File: src/rtl/conv2d_frame_sequencer.sv
// Frame sequencer for a 3x3 conv engine: streams a frame from the input buffer, flushes the
// line buffers with zeros, and collects results into the output buffer. Optional DRAIN watchdog: CONV_SEQ_TIMEOUT_EN.
module conv2d_frame_sequencer #(
  parameter int DATA_WIDTH    = 32,
  parameter int IMG_WIDTH     = 56,
  parameter int IMG_HEIGHT    = 56,
  parameter int ADDR_WIDTH    = 12,
  parameter int DRAIN_TIMEOUT = 64
) (
  input  logic                  clk,
  input  logic                  reset,
  input  logic                  start,
  input  logic                  pause,
  output logic                  rd_en,
  output logic [ADDR_WIDTH-1:0] rd_addr,
  input  logic [DATA_WIDTH-1:0] rd_data,
  output logic                  conv_valid_in,
  output logic [DATA_WIDTH-1:0] conv_data_in,
  input  logic                  conv_valid_out,
  input  logic [DATA_WIDTH-1:0] conv_data_out,
  output logic                  wr_en,
  output logic [ADDR_WIDTH-1:0] wr_addr,
  output logic [DATA_WIDTH-1:0] wr_data,
  output logic                  busy,
  output logic                  done,
  output logic                  timeout_err
);

  localparam int TOTAL = IMG_WIDTH * IMG_HEIGHT;
  localparam logic [ADDR_WIDTH-1:0] LAST_ADDR = ADDR_WIDTH'(TOTAL - 1);
  localparam int FLUSH_W = $clog2(IMG_WIDTH + 2);
  localparam logic [FLUSH_W-1:0] FLUSH_LAST = FLUSH_W'(IMG_WIDTH);

  typedef enum logic [2:0] {IDLE, FEED, FLUSH, DRAIN, FINISH} state_t;

  state_t state, state_nxt;
  logic [ADDR_WIDTH-1:0] rd_cnt, wr_cnt;
  logic [FLUSH_W-1:0]    flush_cnt;
  // Terminal flags stand in for "counter == TOTAL" so the counters never need an extra bit.
  logic rd_last_issued, wr_full;
  logic vld_p0;
  logic drain_tmo;
  logic accept;

  assign accept = (state == IDLE) && start;

  always_ff @(posedge clk) begin
    if (reset) state <= IDLE;
    else       state <= state_nxt;
  end

  always_comb begin
    state_nxt = state;
    case (state)
      IDLE:   if (start) state_nxt = FEED;
      FEED:   if (rd_last_issued) state_nxt = FLUSH;
      FLUSH:  if (!pause && flush_cnt == FLUSH_LAST) state_nxt = DRAIN;
      DRAIN:  if (wr_full || drain_tmo) state_nxt = FINISH;
      FINISH: state_nxt = IDLE;
      default: state_nxt = IDLE;
    endcase
  end

  always_comb begin
    rd_en         = (state == FEED) && !pause && !rd_last_issued;
    rd_addr       = rd_cnt;
    conv_valid_in = ((state == FEED) && vld_p0) || ((state == FLUSH) && !pause);
    conv_data_in  = ((state == FEED) && vld_p0) ? rd_data : '0;
    wr_en         = conv_valid_out && !wr_full;
    wr_addr       = wr_cnt;
    wr_data       = wr_en ? conv_data_out : '0;
    busy          = (state != IDLE);
    done          = (state == FINISH);
  end

  // Stage p0: read strobe delayed to line up with rd_data from the buffer.
  always_ff @(posedge clk) begin
    if (reset) begin
      vld_p0         <= 1'b0;
      rd_cnt         <= '0;
      wr_cnt         <= '0;
      rd_last_issued <= 1'b0;
      wr_full        <= 1'b0;
      flush_cnt      <= '0;
    end else begin
      vld_p0 <= rd_en;
      if (accept) begin
        rd_cnt         <= '0;
        wr_cnt         <= '0;
        rd_last_issued <= 1'b0;
        wr_full        <= 1'b0;
        flush_cnt      <= '0;
      end else begin
        if (rd_en) begin
          if (rd_cnt == LAST_ADDR) rd_last_issued <= 1'b1;
          else                     rd_cnt <= rd_cnt + ADDR_WIDTH'(1);
        end
        if ((state == FLUSH) && !pause) flush_cnt <= flush_cnt + FLUSH_W'(1);
        if (wr_en) begin
          if (wr_cnt == LAST_ADDR) wr_full <= 1'b1;
          else                     wr_cnt <= wr_cnt + ADDR_WIDTH'(1);
        end
      end
    end
  end

`ifdef CONV_SEQ_TIMEOUT_EN
  localparam int TMO_W = $clog2(DRAIN_TIMEOUT + 1);
  logic [TMO_W-1:0] idle_cnt;
  logic             tmo_q;

  // Fires on the DRAIN_TIMEOUT-th consecutive idle cycle.
  assign drain_tmo   = (state == DRAIN) && !conv_valid_out && (idle_cnt == TMO_W'(DRAIN_TIMEOUT - 1));
  assign timeout_err = tmo_q;

  always_ff @(posedge clk) begin
    if (reset) begin
      idle_cnt <= '0;
      tmo_q    <= 1'b0;
    end else begin
      if ((state != DRAIN) || conv_valid_out) idle_cnt <= '0;
      else                                    idle_cnt <= idle_cnt + TMO_W'(1);
      if (accept)         tmo_q <= 1'b0;
      else if (drain_tmo) tmo_q <= 1'b1;
    end
  end
`else
  assign drain_tmo   = 1'b0;
  assign timeout_err = 1'b0;
`endif

endmodule

File: config.mk
export PLATFORM = sky130hd
export DESIGN_NAME = conv2d_frame_sequencer
export DESIGN_NICKNAME = d
export VERILOG_FILES = /design/src/rtl/conv2d_frame_sequencer.sv
export SDC_FILE = /design/constraint.sdc
export NUM_CORES = 1
export LEC_CHECK = 0
export CELL_PAD_IN_SITES_DETAIL_PLACEMENT = 0
export CELL_PAD_IN_SITES_GLOBAL_PLACEMENT = 1
export CORE_MARGIN = 2
export CORE_UTILIZATION = 25
export CTS_CLUSTER_DIAMETER = 120
export DETAILED_ROUTE_END_ITERATION = 8
export MAX_ROUTING_LAYER = met4
export PLACE_DENSITY = 0.86
export SLEW_MARGIN = 0
export SYNTH_ARGS = -nofsm -noshare
export SYNTH_HDL_FRONTEND = slang
export SYNTH_SLANG_ARGS = --single-unit
File: constraint.sdc
create_clock -name clk -period 4.5 [get_ports clk]
set_clock_uncertainty 0.05 [all_clocks]
set_input_delay 0.9 -clock clk [delete_from_list [all_inputs] [get_ports clk]]
set_output_delay 0.9 -clock clk [all_outputs]
set_load 0.005 [all_outputs]
==> reports/results.txt, run 1 <==
Sequential-to-total area share from yosys stat = 32.27%
Lkg Pwr = 0.001507 uW
Gr ovfl total = 0
Pwr Density = 176.2 nW/um^2
Post-route ant nets = 0
Slew @ Worst Pin = 791.0 ps
Final setup fails = 0
Max-Cap Viols = 0
Hold Crit Start = rd_addr[11]
Clock sink count = 36
Postcts setup bufs = 0
Post-CTS Resized = 0
First-pass GRT wire length = 11980 um
Fin. max-slew vios = 0
# nets final = 510
Proportion of synthesized area in mux cells = 1.401%
RSZ-0062 raised after global routing = false
CTS root buf = clkbuf_8
Worst Setup EP = wr_data[18]
Worst Path Max Fanout = 34
Worst Setup SP = conv_valid_out
CTS tree = done
Hold buffers post-CTS = 0
Worst Setup End Kind = output port
Seq. cell area = 720.7 sq um
Yosys reg bits = 36
Synth Instances = 288
WP data required = 3550 ps
Post-synth EDFFs = 0
Max-slew headroom = 47.19%
Util after Layout = 45.98%
Syn nets = 361
Placement Setup Slack = 748.3 ps
Synth Area in XOR/XNOR = 2.745%
Die Ht = 98.52 um
DP Wirelength = 5680 um
Post-Syn Area = 2233 sq um
Hold depth = 2
Fraction of registers with async set/reset = 0%
Status = completed
WL per Instance = 13.56 um
Adder-cell share of the synthesized area = 2.241%
Hold crit path type = flop to flop
Max Freq = 268.2 MHz
Total GRT Usage = 15.28%
Die X = 98.52 um
CTS max path bufs = 2
Largest family of logic cells by synthesized area = simple AND/OR/NAND/NOR gates
Worst-Skew Late Latency = 290 ps
Share of layout cells above drive strength 1 = 3.653%
Die area = 9705 sq um
Vias per inst = 4.685
Worst r2r path cells = 6
Antenna cells = 0
Footprint of the multi-input gates = 1393 sq um
YS warnings = 0
Clock-pin slew on the worst setup and hold paths = 80 ps
Netlist cell types = 45
Placed Area = 3905 sq um
# rows = 34
I/O pins = 163
Cts bufs inserted = 5
Initial Util = 25.74%
RR Endpoint = wr_addr[11]
Post-synthesis compound-gate area fraction = 11.48%
Crit path DAT = 2780 ps
Fill cells = 850
H-tree depth = 2
P&R area growth vs syn = 78.66%
Avg Inst Size Synth = 7.755 sq um
1st-iter DRT viols = 191
Ys flop type = dfxtp_1
Reg-to-reg slack, setup = 2250 ps
Setup ws final = 771.8 ps
DR DRC count = 0
Crit Path Class = primary input to output port
Post-Synth Simple-Gate Area = 44.31%
Fin. Hold Viols = 0
Initial antenna violation count = 0
Worst VDD drop = 0.1256 mV
Placer's final routability congestion estimate = 0.7920
I/O Buffers = 161
Core Area = 8678 sq um
Final Cycle Share = 82.85%
Commonest non-fill, non-tap cell in the layout = clkdlybuf4s50_1
Commonest cells after routing, fill and taps aside = clkdlybuf4s50_1, dfxtp_1, and3_1
CP Launch Type = primary input
Final TNS setup = 0 ps
Via count = 2558
Min Tclk post-route = 3728 ps
Final wirelength = 7404 um
RR Startpoint = wr_full
Vias in the first global route = 2317
Largest net degree at the start of global routing = 37
Drt pass-1 iters = 4
Design Area, Final = 3990 sq um
worst min path at each step:
stage,slack [ps],endpoint
4_1_cts,460,rd_addr[11]
3_3_place_gp,430,rd_addr[11]
6_report,460,rd_addr[11]
5_1_grt,500,rd_addr[11]
2_1_floorplan,410,state[2]
3_5_place_dp,450,rd_addr[11]
worst max-delay path: stages:
cell and delay, ps:
clkdlybuf4s50_1 470, nand2b_1 120, inv_1 540, and2_1 220, clkdlybuf4s50_1 520
layout make-up:
type,count,area share [%]
Clock buffer,7,1.913
Timing Repair Buffer,164,40.95
Inverter,6,0.5644
Multi-Input combinational cell,224,34.90
Sequential cell,36,18.06
Clock inverter,1,0.2195
Tap cell,108,3.387
per-layer routing:
metal	up-vias	routed length, um	GRT usage, %
li1	1327	-	-
met1	1183	3442	21.17
met2	38	3652	23.23
met3	10	218	2.695
met4	0	90	3.688
met5	-	0	-
cells in the mapped netlist (2+ instances only):
master    instances  area (sq um)
dfxtp_1          36         720.7
and3_1           35         219.0
and2_1           34         212.7
a21oi_1          23         115.1
clkbuf_1         18         67.56
nor2_1           15         56.30
nand2_1          14         52.55
o21ai_0          13         65.06
or3_1            12         75.07
nand3_1          11         55.05
nand4_1          10         62.56
inv_1             6         22.52
or4_1             6         45.04
o31ai_1           5         37.54
xor2_1            5         43.79
ha_1              4         50.05
nor3_1            4         20.02
and4_1            3         26.28
and3b_1           2         17.52
buf_4             2         15.01
mux2i_1           2         20.02
nor3b_1           2         15.01
nor4b_1           2         17.52
or2_2             2         12.51
xnor2_1           2         17.52
logic make-up (layout without fill, tap and decap cells):
kind of cell | count (synthesis) | count (layout)
xor+xnor | 7 | 7
simple gates | 163 | 163
other cells | 1 | 1
mux | 3 | 3
flops | 36 | 36
buf+inv | 28 | 178
fa+ha+maj | 4 | 4
compound gates | 46 | 46
where the power goes:
group / internal (uW) / switching [uW] / leakage, uW
clock network: 111 / 120 / 0.0000424
registers: 321 / 5.71 / 0.000291
logic: 100 / 45.5 / 0.00117
total: 532 / 171 / 0.00151
state kept, by name, indices dropped and copies added (netlist names):
register,cells
rd_addr,12
wr_addr,12
flush_cnt,6
state,3
rd_last_issued,1
vld_p0,1
wr_full,1
through the flow:
| stage | std cells | hold WS, ps | total power [uW] |
|---|---|---|---|
| after global routing | 546 | 501.9 | 737.7 |
| after CTS | 546 | 461.9 | 710.9 |
| after floorplan | 288 | 411.4 | 374.3 |
| after global placement | 538 | 432.7 | 478.8 |
| final | 546 | 455.1 | 702.9 |
| after detailed placement | 538 | 450.7 | 480.4 |
No activity file was read; power rests on OpenSTA's default activity.
==> run 2, diff against run 1 <==
CORE_UTILIZATION = 23   (was 25)
PLACE_DENSITY = 0.8   (was 0.86)
clock period = 3.9 ns   (was 4.5 ns; I/O delays follow)
==> run 2 against run 1 <==
Against the previous run:
- register-to-register slack got worse by 450 ps
- global-route usage decreased by 0.76 points
- critical path type unchanged
- sequential cell count unchanged
- largest cell class unchanged
- hold slack got worse by 8.5 ps
- largest power group unchanged
- via count increased by 1.0%
- non-clock buffer count increased by 1
- critical endpoint is now wr_data[9]
- first-iteration DRC count decreased by 51%
- sequential share of layout area decreased by 0.25 points
==> reports/results.txt, run 2 (synthesis results as in run 1) <==
Antenna cells = 0
Hold crit path type = flop to flop
Hold buffers post-CTS = 0
Final Cycle Share = 84.79%
Design Area, Final = 4046 sq um
Via count = 2584
Worst Setup End Kind = output port
Reg-to-reg slack, setup = 1800 ps
Worst Path Max Fanout = 42
Core Area = 9328 sq um
Total GRT Usage = 14.51%
First-pass GRT wire length = 11830 um
Commonest cells after routing, fill and taps aside = clkdlybuf4s50_1, dfxtp_1, and3_1
CTS tree = done
Slew @ Worst Pin = 799.8 ps
RR Startpoint = state[0]
Final wirelength = 7915 um
Clock sink count = 36
1st-iter DRT viols = 94
Fin. max-slew vios = 0
Util after Layout = 43.38%
Worst r2r path cells = 4
Postcts setup bufs = 0
I/O Buffers = 161
I/O pins = 163
Drt pass-1 iters = 4
Final setup fails = 0
WP data required = 3070 ps
Hold depth = 2
Crit Path Class = primary input to output port
# nets final = 511
Critical Path Max Stage Delay = 520 ps
Most frequent cell on the critical path = clkdlybuf4s50_1
Max-slew headroom = 46.61%
Fin. Hold Viols = 0
Clock-pin slew on the worst setup and hold paths = 70 ps
Worst VDD drop = 0.1142 mV
Vias in the first global route = 2249
Slowest CP cell = clkdlybuf4s50_1
Die X = 102.5 um
Share of layout cells above drive strength 1 = 4.100%
Hold Crit Start = rd_addr[11]
Placer's final routability congestion estimate = 0.7914
Initial antenna violation count = 0
Crit path DAT = 2480 ps
Lkg Pwr = 0.001524 uW
Placed Area = 3939 sq um
Gr ovfl total = 0
Min Tclk post-route = 3307 ps
Crit-path cells = clkdlybuf4s50_1, nand2b_1, inv_1, buf_4, and2_1, clkdlybuf4s50_1
Die Ht = 102.5 um
RSZ-0062 raised after global routing = false
Largest net degree at the start of global routing = 43
Commonest non-fill, non-tap cell in the layout = clkdlybuf4s50_1
Max-Cap Viols = 0
DR DRC count = 0
RR Endpoint = rd_addr[11]
Initial Util = 23.94%
Worst-Skew Late Latency = 290 ps
WL per Instance = 13.93 um
Status = completed
CTS root buf = clkbuf_8
Placement Setup Slack = 592.5 ps
P&R area growth vs syn = 81.18%
Cts bufs inserted = 5
Die area = 10510 sq um
DP Wirelength = 6125 um
CTS max path bufs = 2
Pwr Density = 215.8 nW/um^2
Max Freq = 302.4 MHz
Post-route ant nets = 0
# rows = 35
CP Launch Type = primary input
H-tree depth = 2
Final TNS setup = 0 ps
Setup ws final = 593.1 ps
Vias per inst = 4.549
Hold endpoint = rd_addr[11]
Post-CTS Resized = 0
-- run 2: changes by cell type in the layout (fill, tap and decap cells not counted), sizes merged --
cell	delta
buf	+1
bufinv	+1
clkbuf	-1
-- run 2: worst max-delay path by stage --
stage	start	end	slack, ps	cells after the start
2_1_floorplan	conv_valid_out	wr_data[22]	1410	5
3_3_place_gp	conv_valid_out	wr_data[7]	650	6
3_5_place_dp	conv_valid_out	wr_data[9]	590	6
4_1_cts	conv_valid_out	wr_data[9]	590	6
5_1_grt	conv_valid_out	wr_data[4]	490	6
6_report	conv_valid_out	wr_data[9]	590	6
-- run 2: metal layers --
metal / vias to the layer above / part of all wire [%] / GRT usage (%)
met1: 1217 / 46 / 20.39
li1: 1331 / - / -
met4: 0 / 0.30 / 2.462
met5: - / 0 / -
met2: 34 / 51 / 22.22
met3: 2 / 2.7 / 2.441
-- run 2: stage by stage --
stage / total power (uW) / cells / hold WS [ps]
after detailed placement: 556.3 / 560 / 441.0
after floorplan: 431.9 / 288 / 411.4
after CTS: 883.1 / 568 / 454.0
after global routing: 910.5 / 568 / 496.8
final: 873.1 / 568 / 446.6
after global placement: 554.4 / 560 / 437.9
-- run 2: cell type report --
cell class | count | area [sq um]
flip-flops and latches | 36 | 720.7
multi-input cells | 224 | 1393
fillers | 951 | 5281
clock inverters | 2 | 35.03
inverters | 6 | 22.52
repair buffers | 165 | 1642
well taps | 129 | 161.4
clock buffers | 6 | 72.57
-- run 2: critical path, delay by kind of cell --
family | cells | cell delay [ps]
buffers and inverters | 4 | 1380
and+or+nand+nor | 2 | 320
-- run 2: power by group --
part / leakage [uW] / internal (uW) / switching (uW) / total [uW]
sequential: 0.000291 / 370 / 6.63 / 377
clock: 0.0000552 / 190 / 136 / 326
combinational: 0.00118 / 116 / 53.9 / 170
==> patch: new RTL, config.mk and constraints of run 2 <==
Register the inputs `start`, `pause`, `rd_data` and `conv_data_out` before use, without a reset. The logic sees them one clock later. The other inputs are not delayed to match.
--- a/src/rtl/conv2d_frame_sequencer.sv
+++ b/src/rtl/conv2d_frame_sequencer.sv
@@ -34,4 +34,16 @@
   typedef enum logic [2:0] {IDLE, FEED, FLUSH, DRAIN, FINISH} state_t;
 
+  logic start_q;
+  logic pause_q;
+  logic [DATA_WIDTH-1:0] rd_data_q;
+  logic [DATA_WIDTH-1:0] conv_data_out_q;
+
+  always_ff @(posedge clk) begin
+    start_q         <= start;
+    pause_q         <= pause;
+    rd_data_q       <= rd_data;
+    conv_data_out_q <= conv_data_out;
+  end
+
   state_t state, state_nxt;
   logic [ADDR_WIDTH-1:0] rd_cnt, wr_cnt;
@@ -43,5 +55,5 @@
   logic accept;
 
-  assign accept = (state == IDLE) && start;
+  assign accept = (state == IDLE) && start_q;
 
   always_ff @(posedge clk) begin
@@ -53,7 +65,7 @@
     state_nxt = state;
     case (state)
-      IDLE:   if (start) state_nxt = FEED;
+      IDLE:   if (start_q) state_nxt = FEED;
       FEED:   if (rd_last_issued) state_nxt = FLUSH;
-      FLUSH:  if (!pause && flush_cnt == FLUSH_LAST) state_nxt = DRAIN;
+      FLUSH:  if (!pause_q && flush_cnt == FLUSH_LAST) state_nxt = DRAIN;
       DRAIN:  if (wr_full || drain_tmo) state_nxt = FINISH;
       FINISH: state_nxt = IDLE;
@@ -63,11 +75,11 @@
 
   always_comb begin
-    rd_en         = (state == FEED) && !pause && !rd_last_issued;
+    rd_en         = (state == FEED) && !pause_q && !rd_last_issued;
     rd_addr       = rd_cnt;
-    conv_valid_in = ((state == FEED) && vld_p0) || ((state == FLUSH) && !pause);
-    conv_data_in  = ((state == FEED) && vld_p0) ? rd_data : '0;
+    conv_valid_in = ((state == FEED) && vld_p0) || ((state == FLUSH) && !pause_q);
+    conv_data_in  = ((state == FEED) && vld_p0) ? rd_data_q : '0;
     wr_en         = conv_valid_out && !wr_full;
     wr_addr       = wr_cnt;
-    wr_data       = wr_en ? conv_data_out : '0;
+    wr_data       = wr_en ? conv_data_out_q : '0;
     busy          = (state != IDLE);
     done          = (state == FINISH);
@@ -96,5 +108,5 @@
           else                     rd_cnt <= rd_cnt + ADDR_WIDTH'(1);
         end
-        if ((state == FLUSH) && !pause) flush_cnt <= flush_cnt + FLUSH_W'(1);
+        if ((state == FLUSH) && !pause_q) flush_cnt <= flush_cnt + FLUSH_W'(1);
         if (wr_en) begin
           if (wr_cnt == LAST_ADDR) wr_full <= 1'b1;
Function: changed (a bounded check fails within 4 cycles, from zero or initial values and one cycle with reset high).
==> patch against run 2 <==
Design area up 38%; clock power rose to 2.7 times the old value; sequential share of layout area up 19 points; highest routed layer unchanged; largest power group unchanged; hold slack better by 1.8 ps; sequential cell count up 66; power up 150%; first-iteration DRC count up 21%; count of clock-buffer cells in the layout up 4; die area up 55%; area after synthesis up 57%; routed wire length up 14%; worst setup slack worse by 78 ps.
==> patch: results (changes against run 2) <==
{| class="wikitable"
! Metric !! Value
|-
| Status || complete, no violations
|-
| HPWL Detailed || 6526 µm (+6.5%)
|-
| Fill count || 1488 (+56%)
|-
| Clock-cell share of area || 0.04971 (+0.02312)
|-
| Met2 GRT Util || 0.1730 (-0.04921)
|-
| Worst setup path endpoint || wr_data[10]
|-
| Number of global-route vias before repair || 3011 (+34%)
|-
| Max VDD drop || 0.0002082 V (+82%)
|-
| Clock insertion delay at the later pin of the skew report || 340 ps (+50 ps)
|-
| Tap cell instance count || 188 (+46%)
|-
| Met1 demand-to-capacity share in global routing || 0.1313 (-0.07261)
|-
| Detailed router's first-iteration violation count || 114 (+21%)
|-
| Net count after synthesis || 416 (+15%)
|-
| First-pass GRT wire length || 14080 µm (+19%)
|-
| Drt wl/cell || 13.02 µm (-6.6%)
|-
| Share of cell area taken by multi-input logic gates || 0.2476 (-0.09651)
|-
| Master cell of the clock root buffer || sky130_fd_sc_hd__clkbuf_16
|-
| Int Power || 0.001689 W (+150%)
|-
| Cell leakage power || 2.142 nW (+40%)
|-
| Post-Syn Area per Cell || 10.24 µm² (+32%)
|-
| Met3 WL || 612 µm (+180%)
|-
| Via-to-Cell Ratio || 4.392 (-3.5%)
|-
| Largest fanout on the critical path || 33 (-21%)
|-
| DP Worst Slack || 486.1 ps (-106.3 ps)
|-
| Final weighted congestion in routability-driven placement || 0.8168 (+3.2%)
|-
| Highest routing layer actually used || met4
|-
| Non-clock buffer contribution to total cell area || 0.2911 (-0.1146)
|-
| Vias after detailed routing || 3035 (+17%)
|-
| Commonest cells in the netlist || sky130_fd_sc_hd__dfxtp_1 (102), sky130_fd_sc_hd__and3_1 (35), sky130_fd_sc_hd__and2_1 (33)
|-
| H-tree depth || 3 (+1)
|-
| Synth-to-Final Area Change || 59.05%
|-
| Number of buffers outside the clock class in the layout || 163 (-1.2%)
|-
| Number of clock buffers in the layout || 10 (+4)
|-
| Pin count of the biggest net entering global routing || 34 (-21%)
|-
| Inserted Clock Buffers || 9 (+4)
|-
| Placed cell area || 5310 µm² (+35%)
|-
| Share of layout cells above drive strength 1 || 0.04970 (+0.008700)
|-
| Total of flip-flops plus latches after synthesis || 102 (+180%)
|-
| Number of multi-input combinational cells || 218 (-2.7%)
|-
| Reg-to-reg setup timing slack || 1670 ps (-130 ps)
|-
| Cell types occupying the most area after synthesis || sky130_fd_sc_hd__dfxtp_1 (58%), sky130_fd_sc_hd__and3_1 (6.2%), sky130_fd_sc_hd__and2_1 (5.9%), sky130_fd_sc_hd__a21oi_1 (2.4%), sky130_fd_sc_hd__nor2_1 (2.1%)
|-
| Met2 wirelength from detailed routing || 4270 µm (+6.8%)
|-
| Placed cell count || 677 (+21%)
|-
| Global-route total usage across every layer || 0.1124 (-0.03268)
|-
| Seq/total area || 0.3654 (+0.1873)
|-
| Met3 usage in global routing || 0.04146 (+0.01705)
|}
patch: cell count changes in the layout (fill, tap and decap cells not counted), moves of 5 or more:
cell                        before  now
sky130_fd_sc_hd__dfxtp_1        36  102
sky130_fd_sc_hd__clkbuf_16       0    9
sky130_fd_sc_hd__or3_1          12    5
sky130_fd_sc_hd__a21oi_1        23   17
sky130_fd_sc_hd__clkbuf_8        5    0
sky130_fd_sc_hd__nor2_1         15   20
sky130_fd_sc_hd__o21ai_0        13    8
patch: logic make-up (layout without fill, tap and decap cells):
logic type,count (synthesis),after routing,share of synthesized area
buffers and inverters,23,183,0.02671
AND/OR/NAND/NOR,161,161,0.2710
adder cells (fa/ha/maj),4,4,0.01425
AO/OA/AOI/OAI,40,40,0.07515
XOR/XNOR,10,10,0.02493
multiplexers,2,2,0.005698
flip-flops,102,102,0.5812
other,1,1,0.001067
patch: how the worst min path moves through the flow:
stage | endpoint | cells after the start | slack (ps)
after floorplan | rd_addr[5]$_SDFFE_PP0P_ | 2 | 420
after global placement | rd_addr[5]$_SDFFE_PP0P_ | 2 | 410
after detailed placement | rd_addr[5]$_SDFFE_PP0P_ | 2 | 440
after CTS | rd_addr[5]$_SDFFE_PP0P_ | 2 | 450
after global routing | rd_addr[11]$_SDFFE_PP0P_ | 2 | 470
final | rd_addr[11]$_SDFFE_PP0P_ | 2 | 450
patch: power groups by stage:
stage	registers, W	clock network [W]	logic, W
after global placement	0.00112	0	0.000171
after global routing	0.00110	0.000945	0.000186
after floorplan	0.00111	0	0.0000514
final	0.00110	0.000877	0.000173
after detailed placement	0.00112	0	0.000174
after CTS	0.00110	0.000914	0.000175
patch: worst min-delay path: cells and delay by family, from the launching register on:
family | cells | cell delay, ps
compound gates | 2 | 120
flops | 1 | 330
